[src/rtl/regfile_p.sv]
// regfile_p: parametrised register file with two combinational read ports (optional write bypass),
// a dedicated R0 write port and a per-register busy scoreboard.
// Latency: writes and busy updates take effect at the next rising edge; reads are combinational.
// No backpressure: every enabled write and reserve is accepted on the edge it is presented.
// Ports: clk, reset (async, active-low)
//        read_reg1/read_reg2 -> read_data1/read_data2, read_busy1/read_busy2
//        reg_write[1]: general write (write_reg, write_data); reg_write[0]: R0 write (r0)
//        rsv_en/rsv_reg: mark a register busy; busy_vec: registered busy bits
module regfile_p #(
  parameter int DATA_W  = 16,
  parameter int ADDR_W  = 4,
  parameter bit BYPASS  = 1'b1,
  parameter bit INIT_EN = 1'b1
) (
  input  logic                   clk,
  input  logic                   reset,
  input  logic [ADDR_W-1:0]      read_reg1,
  input  logic [ADDR_W-1:0]      read_reg2,
  output logic [DATA_W-1:0]      read_data1,
  output logic [DATA_W-1:0]      read_data2,
  output logic                   read_busy1,
  output logic                   read_busy2,
  input  logic [1:0]             reg_write,
  input  logic [ADDR_W-1:0]      write_reg,
  input  logic [DATA_W-1:0]      write_data,
  input  logic [DATA_W-1:0]      r0,
  input  logic                   rsv_en,
  input  logic [ADDR_W-1:0]      rsv_reg,
  output logic [(1<<ADDR_W)-1:0] busy_vec
);

  localparam int DEPTH = 1 << ADDR_W;

  logic [DATA_W-1:0] regs [DEPTH];
  logic [DEPTH-1:0]  busy_q;
  logic [DEPTH-1:0]  busy_d;

  // Reset table of the legacy 16x16 block, zero-extended or truncated to DATA_W.
  function automatic logic [DATA_W-1:0] init_val(input int idx);
    logic [15:0]       v;
    logic [DATA_W-1:0] r;
    case (idx)
      1:       v = 16'h7B18;
      2:       v = 16'h245B;
      3:       v = 16'hFF0F;
      4:       v = 16'hF0FF;
      5:       v = 16'h0051;
      6:       v = 16'h6666;
      7:       v = 16'h00FF;
      8:       v = 16'hFF88;
      11:      v = 16'h3099;
      12:      v = 16'hCCCC;
      13:      v = 16'h0002;
      14:      v = 16'h0011;
      default: v = 16'h0000;
    endcase
    r = '0;
    for (int b = 0; b < DATA_W; b++) begin
      if (b < 16) r[b] = v[b[3:0]];
    end
    return r;
  endfunction

  // R0 port assignment comes last so it wins a same-cycle conflict on R0.
  always_ff @(posedge clk or negedge reset) begin
    if (!reset) begin
      for (int i = 0; i < DEPTH; i++) begin
        regs[i] <= INIT_EN ? init_val(i) : '0;
      end
    end else begin
      if (reg_write[1]) regs[write_reg] <= write_data;
      if (reg_write[0]) regs[0]         <= r0;
    end
  end

  // Writes retire older operations; a reserve in the same cycle belongs to a newer
  // operation, so it is applied last and wins.
  always_comb begin
    busy_d = busy_q;
    if (reg_write[1]) busy_d[write_reg] = 1'b0;
    if (reg_write[0]) busy_d[0]         = 1'b0;
    if (rsv_en)       busy_d[rsv_reg]   = 1'b1;
  end

  always_ff @(posedge clk or negedge reset) begin
    if (!reset) busy_q <= '0;
    else        busy_q <= busy_d;
  end

  assign busy_vec = busy_q;

  logic [ADDR_W-1:0] raddr [2];
  logic [DATA_W-1:0] rdata [2];
  logic [1:0]        rbusy;

  assign raddr[0] = read_reg1;
  assign raddr[1] = read_reg2;

  for (genvar p = 0; p < 2; p++) begin : g_rd
    logic hit_r0;
    logic hit_gw;
    logic hit_rsv;
    assign hit_r0  = BYPASS && reg_write[0] && (raddr[p] == '0);
    assign hit_gw  = BYPASS && reg_write[1] && (raddr[p] == write_reg);
    assign hit_rsv = rsv_en && (rsv_reg == raddr[p]);
    assign rdata[p] = hit_r0 ? r0 : (hit_gw ? write_data : regs[raddr[p]]);
    // A same-cycle clearing write shows as not-busy early, unless a new reserve
    // lands on the same register, in which case the stored bit is reported.
    assign rbusy[p] = ((hit_r0 || hit_gw) && !hit_rsv) ? 1'b0 : busy_q[raddr[p]];
  end

  assign read_data1 = rdata[0];
  assign read_data2 = rdata[1];
  assign read_busy1 = rbusy[0];
  assign read_busy2 = rbusy[1];

endmodule
[config.mk]
export PLATFORM = sky130hd
export DESIGN_NAME = regfile_p
export DESIGN_NICKNAME = d
export VERILOG_FILES = /design/src/rtl/regfile_p.sv
export SDC_FILE = /design/constraint.sdc
export NUM_CORES = 1
export LEC_CHECK = 0
export CORE_UTILIZATION = 57
export CTS_BUF_LIST = sky130_fd_sc_hd__clkbuf_8
export DETAILED_ROUTE_END_ITERATION = 8
export GPL_ROUTABILITY_DRIVEN = 0
export PLACE_DENSITY = 0.88
export SYNTH_ARGS = -nofsm -noshare
export SYNTH_HDL_FRONTEND = slang
export SYNTH_SLANG_ARGS = --single-unit
[constraint.sdc]
create_clock -name clk -period 3 [get_ports clk]
set_input_delay 0.75 -clock clk [delete_from_list [all_inputs] [get_ports clk]]
set_output_delay 0.75 -clock clk [all_outputs]
set_load 0.05 [all_outputs]
; ---- Word level (Yosys, flattened, before mapping)
; Cells that the tools add are included.
[classes]
muxes = 28
n_reduce_logical = 18
n_eq_ne = 4
order_cmp = 10
n_bitwise = 6
[ops]
columns = operator, n
row1 = $bwmux 256, 1
row2 = $mux 256, 1
row3 = $mux 16, 12
row4 = $bmux 16 s4, 2
row5 = $demux 16 s4, 1
row6 = $lt 4x5->1 const B, 4
row7 = $and 16x16->16, 1
row8 = $eq 4x4->1, 4
row9 = $not 16->16, 1
row10 = $or 16x16->16, 1
row11 = $ge 5x5->1 const B, 3
row12 = $not 4->5, 3
row13 = $logic_and 1x1->1, 11
row14 = $bmux 1 s4, 2
row15 = $demux 1 s4, 2
row16 = $ge 4x1->1 const B, 2
row17 = $logic_not 4->1, 2
row18 = $mux 1, 7
row19 = $lt 5x1->1 const B, 1
row20 = $logic_not 1->1, 2
row21 = $logic_or 1x1->1, 2
row22 = $reduce_bool 2->1, 1
[word_totals]
register_bits = 272
word_cells = 83
output_inout_bits = 50
inputBits = 53

; ---- Logic depth before layout (Yosys ltp)
; Gate-level depths: netlist of run 1.
[depth]
ltp_word = 10
mapped_depth = 9
mapped_depth_nobuf = 5

; ---- Worst setup path before layout of run 1
; Ideal clock, no wire load.
[synth_timing]
path_kind = in2out
startpoint = in read_reg2[0]
endpoint = out read_data2[9]
cell_stages = 9
setup_slack_ns = -0.714
path_buffers = 5
arrival_time_ns = 2.964
required_ns = 2.250
path_cell_list = buf_6 > buf_8 > buf_4 > buf_4 > buf_4 > a21oi_1 > a211oi_1 > a211oi_1 > o21ai_0
[synth_between]
elab_chain_len = 6
[synth_rtl]
columns = item, line
row1 = from (decl), 18  ; input logic [ADDR_W-1:0] read_reg2,
row2 = $not 4->5 (not written as such), 106  ; assign rdata[p] = hit_r0 ? r0 : (hit_gw ? write_data : regs[raddr[p]]);
row3 = $bmux 16 s4, 106
row4 = $mux 16 (not written as such) (2 in a row), 106
row5 = $mux 16, 106
row6 = $mux 16 *, 106
row7 = to (decl), 20  ; output logic [DATA_W-1:0] read_data2,
; Every way passes the cells marked *; elsewhere a longest branch is shown, timed or not. The select of a mux whose other input is x is not followed.

; ---- Worst setup path in the final report of run 1
[layout_timing]
startpoint = reg regs[7] in the netlist's numbering
endpoint = out read_data2[7]
[layout_between]
elab_chain_len = 5
[layout_rtl]
columns = item, line
row1 = from (decl), 34  ; logic [DATA_W-1:0] regs [DEPTH];
row2 = "from (signal, indexed assignment)", 68  ; regs[i] <= INIT_EN ? init_val(i) : '0;
row3 = "from (signal, indexed assignment)", 71  ; if (reg_write[1]) regs[write_reg] <= write_data;
row4 = $bmux 16 s4, 106
row5 = $mux 16 (not written as such) (2 in a row), 106
row6 = $mux 16 (2 in a row), 106
; Every way passes these cells. The select of a mux whose other input is x is not followed.

==> qor.log, run 1 <==
[sta] worst hold-check slack 126.6 ps
[cts] clock sink count 272
[cts] clock insertion delay at the later pin of the skew report 600 ps
[grt] Most Used Layer, Global Route met2
[cts] clock root buffer master sky130_fd_sc_hd__clkbuf_8
[routing] Routed WL per cell 44.61 um
[cts] level count of the clock H-tree 2
[floorplanning] Die Footprint 0.02809 mm2
[sta] setup repair after global routing missed its margin true
[floorplanning] die width 167.6 um
[grt] met3 Resource Use GR 31.39%
[finish] net count reported at finish 1530
[logic_synthesis] sequential cell area fraction in the yosys report 44.23%
[setup_path] Worst Setup End Kind primary output
[finish] synthesis-to-layout area growth 39.97%
[setup_path] category of the worst setup path launch point register
[sta] Max Clock Skew 0 ps
[setup_path] endpoint of the worst register-to-register path regs[81]
[routing] number of antenna-violating nets in the routed design 0
[logic_synthesis] number of distinct library cells after synthesis 56
[logic_synthesis] synthesized cell area 0.01563 mm2
[sta] crit share post-route 135.1%
[sta] Pins Over Slew Limit 0
[sta] pin slew with the least headroom to its limit 996.0 ps
[routing] wirelength, routed 82800 um
[floorplanning] floorplan die height 167.6 um
[setup_path] arrival time of the worst setup path 3300 ps
[status] failing checks DRC, setup timing
[setup_path] CP endpoint read_data2[7]
[grt] via count of the first global-routing pass 15.35k
[sta] worst slew slack as a fraction of its limit 32.90%
[logic_synthesis] count of yosys warnings during synthesis 0
[cts] TritonCTS clock tree yes
[finish] Post-Route Utilization 81.17%
[cts] CTS Buffer Depth 3
[flow_run] Maximum Capacitance Violations 0
[sta] clock period minus worst slack 4053 ps
[setup_path] depth of the most critical reg-to-reg path 2
[place] number of cells after detailed placement 1696
[grt] global-route wire length before repair 102900 um
[place] detailed placement HPWL 34710 um
[status] outcome complete, but fails checks
[routing] First DRT Iteration DRCs 3465
[logic_synthesis] Avg Inst Size Synth 13.42 um2
[place] number of buffers added on ports 102
[routing] overall via count from detail_route 15.84k
[floorplanning] starting utilization of the core area 57.99%
[worst_hold_path] worst min path class in2async
[power_and_ir_drop] Power Density 680.5 mW/mm2
[power_and_ir_drop] peak supply drop 379.0 uV
[setup_path] worst-path fanout max 3
[logic_synthesis] Yosys reg bits 272
[logic_synthesis] number of nets in the synthesized netlist 1218
[grt] pin count of the biggest net entering global routing 73
[routing] iteration count of the initial detailed-routing pass 9
[grt] global route total overflow 0
[finish] layout cell share with drive strength beyond 1 66.84%
[setup_path] source of the worst register-to-register timing path regs[81]
[cts] clock buffer count from CTS 45
[grt] met1 track utilization from global routing 55.58%
[grt] global-route usage over all layers 51.61%
[logic_synthesis] Post-synth EDFFs 0
[setup_path] Worst Path Required 2250 ps
[floorplanning] Placeable Area 0.02695 mm2
[floorplanning] num ports 103
[floorplanning] placement row count 60
[setup_path] worst setup path startpoint regs[7]
[grt] number of antenna violations at the first check in global routing 3
[sta] fin worst setup slack -1053 ps
[routing] DRC violations left 47
[routing] Avg Vias per Cell 8.534
[logic_synthesis] instance count of the mapped netlist 1165
[sta] Hold Fails Final Rpt 0
[setup_path] worst reg2reg setup slack 1470 ps
[sta] count of endpoints failing setup in the final report 34
[logic_synthesis] async set-reset flop share out of synthesis 100.0%
[logic_synthesis] Post-synth top flop sky130_fd_sc_hd__dfrtp_1
[power_and_ir_drop] static leakage power 9.082 nW
[cts] clock-pin slew of the registers on the worst-case setup and hold paths 80 ps
[grt] met2 Resource Use GR 71.23%
[finish] final standard cell count with taps included and fillers excluded 1856
[setup_path] critical path type reg2out
[sta] achievable frequency 0.2467 GHz
-- synth_stat cells, types with 6 or more instances --
cell type	instances	area (um2)
sky130_fd_sc_hd__nor2b_1	12	75.07
sky130_fd_sc_hd__a21oi_1	14	70.07
sky130_fd_sc_hd__a31oi_1	11	68.82
sky130_fd_sc_hd__buf_6	8	90.09
sky130_fd_sc_hd__nand2b_1	10	62.56
sky130_fd_sc_hd__o21ai_0	56	280.3
sky130_fd_sc_hd__nand3_1	18	90.09
sky130_fd_sc_hd__dfrtp_1	187	4679
sky130_fd_sc_hd__mux2_2	233	2624
sky130_fd_sc_hd__buf_4	19	142.6
sky130_fd_sc_hd__a221o_1	13	130.1
sky130_fd_sc_hd__a22o_1	6	52.55
sky130_fd_sc_hd__nand2_1	58	217.7
sky130_fd_sc_hd__xor2_1	9	78.83
sky130_fd_sc_hd__xnor2_1	7	61.31
sky130_fd_sc_hd__o221a_2	11	123.9
sky130_fd_sc_hd__nor2_1	29	108.9
sky130_fd_sc_hd__o2bb2ai_1	7	61.31
sky130_fd_sc_hd__dfstp_2	85	2233
sky130_fd_sc_hd__buf_1	11	41.29
sky130_fd_sc_hd__mux2i_1	51	510.5
sky130_fd_sc_hd__mux4_2	118	2658
sky130_fd_sc_hd__buf_2	31	155.2
sky130_fd_sc_hd__a22oi_1	14	105.1
sky130_fd_sc_hd__inv_1	12	45.04
sky130_fd_sc_hd__o22ai_1	25	156.4
sky130_fd_sc_hd__clkbuf_1	38	142.6
sky130_fd_sc_hd__a211oi_1	12	90.09
-- through the flow --
| stage | total power, mW | setup WS [ps] | cell area, um2 | setup TNS, ps |
|---|---|---|---|---|
| finish | 14.89 | -1053 | 21880 | -9774 |
| CTS | 13.41 | -169.7 | 20990 | -3086 |
| floorplan | 7.765 | -20.61 | 15690 | -20.61 |
| global route | 14.93 | -901.7 | 21880 | -9836 |
| global placement | 9.091 | -538.4 | 18670 | -15780 |
| detailed placement | 9.351 | -608.5 | 18670 | -18130 |
-- kinds of logic after synthesis --
group / after synthesis / synth area share (%)
muxes: 402 / 37.06
DFF: 272 / 44.23
xor gates and xnor gates: 16 / 0.8966
and+or+nand+nor: 159 / 5.195
AOI/OAI and AO/OA: 196 / 8.582
buffers and inverters: 120 / 4.043
-- layout by cell type, fill, tap and decap left out, types with 7 or more instances in the layout --
cell and count:
sky130_fd_sc_hd__o221a_4 11, sky130_fd_sc_hd__xor2_1 7, sky130_fd_sc_hd__nand2_1 52, sky130_fd_sc_hd__dfstp_2 85, sky130_fd_sc_hd__nor2_1 26, sky130_fd_sc_hd__o21ai_2 16, sky130_fd_sc_hd__o22ai_2 14, sky130_fd_sc_hd__dfrtp_1 184
sky130_fd_sc_hd__a22oi_2 14, sky130_fd_sc_hd__mux2i_2 8, sky130_fd_sc_hd__a21oi_2 12, sky130_fd_sc_hd__clkinv_2 8, sky130_fd_sc_hd__inv_1 23, sky130_fd_sc_hd__a211oi_2 12, sky130_fd_sc_hd__buf_16 15, sky130_fd_sc_hd__nor2b_1 7
sky130_fd_sc_hd__clkdlybuf4s50_1 53, sky130_fd_sc_hd__nand2b_1 9, sky130_fd_sc_hd__nand3_1 7, sky130_fd_sc_hd__o22ai_1 7, sky130_fd_sc_hd__mux2_2 232, sky130_fd_sc_hd__buf_8 14, sky130_fd_sc_hd__buf_12 69, sky130_fd_sc_hd__a221o_2 13
sky130_fd_sc_hd__mux2i_1 37, sky130_fd_sc_hd__buf_4 179, sky130_fd_sc_hd__nand3_2 12, sky130_fd_sc_hd__clkbuf_8 60, sky130_fd_sc_hd__buf_6 34, sky130_fd_sc_hd__o21ai_0 40, sky130_fd_sc_hd__mux4_2 118
-- report_power, final --
part           total [mW]  switching (mW)  internal [mW]
sequential           5.80            1.10           4.70
combinational        5.19            2.64           2.56
clock                3.90            1.84           2.06
-- sequential cells by signal, summed over array words and instances (netlist names) --
name and cells:
busy_vec 16, regs 256
-- worst max-delay path: stages, from the launching register on --
cell and delay [ps]:
sky130_fd_sc_hd__dfrtp_1 470, sky130_fd_sc_hd__mux2i_2 510, sky130_fd_sc_hd__o21ai_2 290, sky130_fd_sc_hd__a211oi_2 620, sky130_fd_sc_hd__buf_4 230, sky130_fd_sc_hd__nor3_2 40
sky130_fd_sc_hd__a221o_2 340, sky130_fd_sc_hd__buf_8 160
-- metal layers --
layer | vias to the layer above | wire [um] | part of all wire [%]
li1 | 5128 | - | -
met1 | 7480 | 23980 | 29
met2 | 2203 | 31800 | 38
met3 | 1015 | 16360 | 20
met4 | 14 | 10330 | 12
met5 | - | 326 | 0.39
-- worst min path at each step --
stage / slack (ps) / endpoint / from
4_1_cts: 170 / regs[89] / reset
5_1_grt: 190 / regs[7] / reset
6_report: 130 / regs[89] / reset
3_5_place_dp: 490 / regs[177] / regs[177]
2_1_floorplan: 450 / busy_vec[0] / reset
3_3_place_gp: 480 / regs[85] / regs[85]
-- timing repair --
item                                    4_1_cts  5_1_grt
gates resized for setup                     201      133
cloned                                       12        5
setup buffers                                27       40
hold buffers                                  0        0
pin swaps                                    46       47
endpoints found under the setup margin       34       34
-- layout make-up --
| type | instances | area (um2) |
|---|---|---|
| timing repair buffer | 373 | 4412 |
| multi-input combinational | 773 | 9062 |
| sequential | 272 | 6917 |
| fill | 1114 | 5074 |
| inverter | 12 | 45.04 |
| antenna | 1 | 2.502 |
| tap | 341 | 426.7 |
| clock inverter | 24 | 186.4 |
| clock buffer | 60 | 825.8 |
No activity file was read; power rests on OpenSTA's default activity.
==> run 2, diff against run 1 <==
- clock period: 3 -> 5.14 ns (I/O delays scaled with it)
==> run 2 against run 1 <==
  * The flow now finishes without violations
  * Sequential power down 46%
  * Hold slack better by 380 ps
  * Final cell count shrank 11%
  * Via count down 23%
  * Routed wire length shrank 42%
  * Critical endpoint is now read_data2[1]
  * Largest cell class unchanged
==> qor.log, run 2 (same netlist as run 1, synthesis figures left out) <==
[setup_path] worst reg2reg setup slack 4310 ps [+2840 ps]
[finish] number of flip-flops under the largest register name 256 [unchanged]
[routing] number of antenna-violating nets in the routed design 0 [unchanged]
[power_and_ir_drop] cell internal pwr 5.108 mW [-45%]
[setup_path] cell family with the largest share of critical-path delay buffers and inverters
[setup_path] Worst Path Required 3860 ps [+1610 ps]
[sta] worst hold-check slack 504.3 ps [+377.7 ps]
[setup_path] logic depth of the worst path, buffers included 9 [+2]
[floorplanning] die width 167.6 um [unchanged]
[floorplanning] floorplan die height 167.6 um [unchanged]
[power_and_ir_drop] combinational cell fraction of total power 29.8% [-5.1 points]
[finish] Final Cell Area 0.01836 mm2 [-16%]
[setup_path] arrival time of the worst setup path 3540 ps [+240 ps]
[power_and_ir_drop] static leakage power 7.546 nW [-17%]
[sta] Post-Route Setup TNS 0 ps [+9774 ps]
[floorplanning] starting utilization of the core area 57.99% [unchanged]
[finish] number of fillers in the final layout 1689 [+52%]
[grt] pin count of the biggest net entering global routing 122 [+67%]
[grt] number of antenna violations at the first check in global routing 0 [-3]
[setup_path] number of buffers and inverters on the critical path 4 [+2]
[grt] via count of the first global-routing pass 12.60k [-18%]
[place] placement-stage worst setup slack 373.3 ps [+981.8 ps]
[routing] Avg Vias per Cell 7.357 [-14%]
[sta] Pins Over Slew Limit 0 [unchanged]
[floorplanning] Die Footprint 0.02809 mm2 [unchanged]
[routing] First DRT Iteration DRCs 1815 [-48%]
[power_and_ir_drop] Clock power frac 28.0% [+1.8 points]
[cts] clock insertion delay at the later pin of the skew report 550 ps [-50 ps]
[worst_hold_path] end point of the most critical hold path regs[209]
[place] detailed placement HPWL 30360 um [-13%]
[sta] clock period minus worst slack 4825 ps
[power_and_ir_drop] Power Density 406.4 mW/mm2 [-40%]
[cts] level count of the clock H-tree 2 [unchanged]
[cts] Setup Buffers After CTS 0 [-100%]
[setup_path] endpoint of the worst register-to-register path regs[35]
[power_and_ir_drop] switching power as a share of total power 31.56% [-5.9 points]
[setup_path] category of the worst setup path launch point input port
[finish] net count reported at finish 1327 [-13%]
[worst_hold_path] worst min path class reg2reg
[setup_path] max incr delay on CP 620 ps [about the same]
[cts] CTS Buffer Depth 3 [unchanged]
[grt] global-route usage over all layers 34.89% [-17 points]
[sta] worst slew slack as a fraction of its limit 32.09% [-0.81 points]
[setup_path] worst-path fanout max 9 [+6]
[finish] final standard cell count with taps included and fillers excluded 1652 [-11%]
[power_and_ir_drop] sequential cell fraction of total power 42.2% [+3.3 points]
[setup_path] critical path type in2out
[routing] wirelength, routed 47930 um [-42%]
[power_and_ir_drop] power consumption 7.463 mW [-50%]
[floorplanning] Placeable Area 0.02695 mm2 [unchanged]
[floorplanning] num ports 103 [unchanged]
[routing] DRC violations left 0 [-100%]
[status] outcome finished, final reports clean
[setup_path] depth of the most critical reg-to-reg path 1 [-1]
[sta] setup repair after global routing missed its margin false
[sta] Hold Fails Final Rpt 0 [unchanged]
[setup_path] source of the worst register-to-register timing path regs[35]
[place] number of buffers added on ports 102 [unchanged]
[place] number of cells after detailed placement 1568 [-7.5%]
[finish] # diodes 0 [-1]
[place] post-detailed-placement cell area 0.01738 mm2 [-6.9%]
[finish] most common library cell in the layout ignoring fill and taps sky130_fd_sc_hd__mux2_2
[routing] Routed WL per cell 29.01 um [-35%]
[power_and_ir_drop] net switching power of the design 2.356 mW [-58%]
[worst_hold_path] hold depth 2
[finish] Post-Route Utilization 68.14% [-13 points]
[cts] post-CTS sizing 0 [-100%]
[cts] clock sink count 272 [unchanged]
[floorplanning] placement row count 60 [unchanged]
[flow_run] Maximum Capacitance Violations 0 [unchanged]
[finish] layout cell share with drive strength beyond 1 48.74% [-18 points]
[sta] fin worst setup slack 314.9 ps [+1368 ps]
[power_and_ir_drop] peak supply drop 212.0 uV [-44%]
[grt] global-route wire length before repair 73670 um [-28%]
[grt] global route total overflow 0 [unchanged]
[finish] synthesis-to-layout area growth 17.49%
[cts] clock root buffer master sky130_fd_sc_hd__clkbuf_8
[finish] register with the most flip-flops regs
[sta] Max Clock Skew 0 ps [unchanged]
[setup_path] Worst Setup End Kind primary output
[sta] achievable frequency 0.2073 GHz
[sta] crit share post-route 93.87%
[setup_path] crit path max-delay cell type sky130_fd_sc_hd__clkdlybuf4s50_1
[setup_path] CP cell instances clkdlybuf4s50_1 > buf_4 > xnor2_1 > nand3_1 > nor3_2 > buf_4 > a22o_1 > a21o_1 > buf_12
[setup_path] cell seen most often among critical-path stages sky130_fd_sc_hd__buf_4
[cts] hold_buf cts 0 [unchanged]
[routing] overall via count from detail_route 12.15k [-23%]
[worst_hold_path] start point of the worst hold path regs[209]
[cts] clock-pin slew of the registers on the worst-case setup and hold paths 70 ps [about the same]
[sta] count of endpoints failing setup in the final report 0 [-100%]
[sta] pin slew with the least headroom to its limit 1019 ps [+22.61 ps]
[routing] iteration count of the initial detailed-routing pass 8 [-1]
[cts] TritonCTS clock tree yes
[cts] clock buffer count from CTS 45 [unchanged]
[finish] most frequent cells in the layout sky130_fd_sc_hd__mux2_2, sky130_fd_sc_hd__dfrtp_1, sky130_fd_sc_hd__mux4_2, sky130_fd_sc_hd__dfstp_2, sky130_fd_sc_hd__buf_4
[run 2: cell count changes in the layout (fill, tap and decap cells not counted), sizes merged]
cell,delta
bufinv,+1
clkdlybuf4s50,+8
diode,-1
clkdlybuf4s15,-1
clkinvlp,-1
clkbuf,-10
inv,+10
clkinv,-6
buf,-204
[run 2: power groups by stage]
stage          clock network [mW]  registers [mW]  logic (mW)
3_5_place_dp                    0            3.14        2.19
3_3_place_gp                    0            3.08        2.13
4_1_cts                      2.10            3.12        2.21
6_report                     2.09            3.15        2.22
2_1_floorplan                   0            3.09        1.43
5_1_grt                      2.19            3.19        2.33
[run 2: how the worst max path moves through the flow]
stage,start,end,slack (ps)
5_1_grt,write_reg[2],read_data2[5],250
2_1_floorplan,read_reg2[0],read_data2[9],360
4_1_cts,read_reg1[2],read_data1[10],390
3_3_place_gp,read_reg2[2],read_data2[2],460
6_report,write_reg[2],read_data2[1],310
3_5_place_dp,read_reg1[2],read_data1[10],370
[run 2: routing by layer]
metal / up-vias / global-route usage, % / share of wire, %
met4: 0 / 18.95 / 5.1
met5: - / 0 / 0
li1: 4716 / - / -
met2: 1054 / 52.37 / 46
met1: 6156 / 45.80 / 36
met3: 227 / 10.40 / 13
[run 2: worst min-delay path, cell delays in order (launching register included)]
cell,delay [ps]
sky130_fd_sc_hd__dfstp_2,380
sky130_fd_sc_hd__nand2_1,50
sky130_fd_sc_hd__o21ai_0,70
[run 2: cell type report]
type	count	area, um2	share of cell area, %
Tap cell	341	426.7	2.323
Multi-Input combinational cell	773	8113	44.18
Clock inverter	28	216.5	1.179
Inverter	12	45.04	0.2453
Sequential cell	272	6913	37.64
Clock buffer	56	770.7	4.197
Timing Repair Buffer	170	1879	10.23
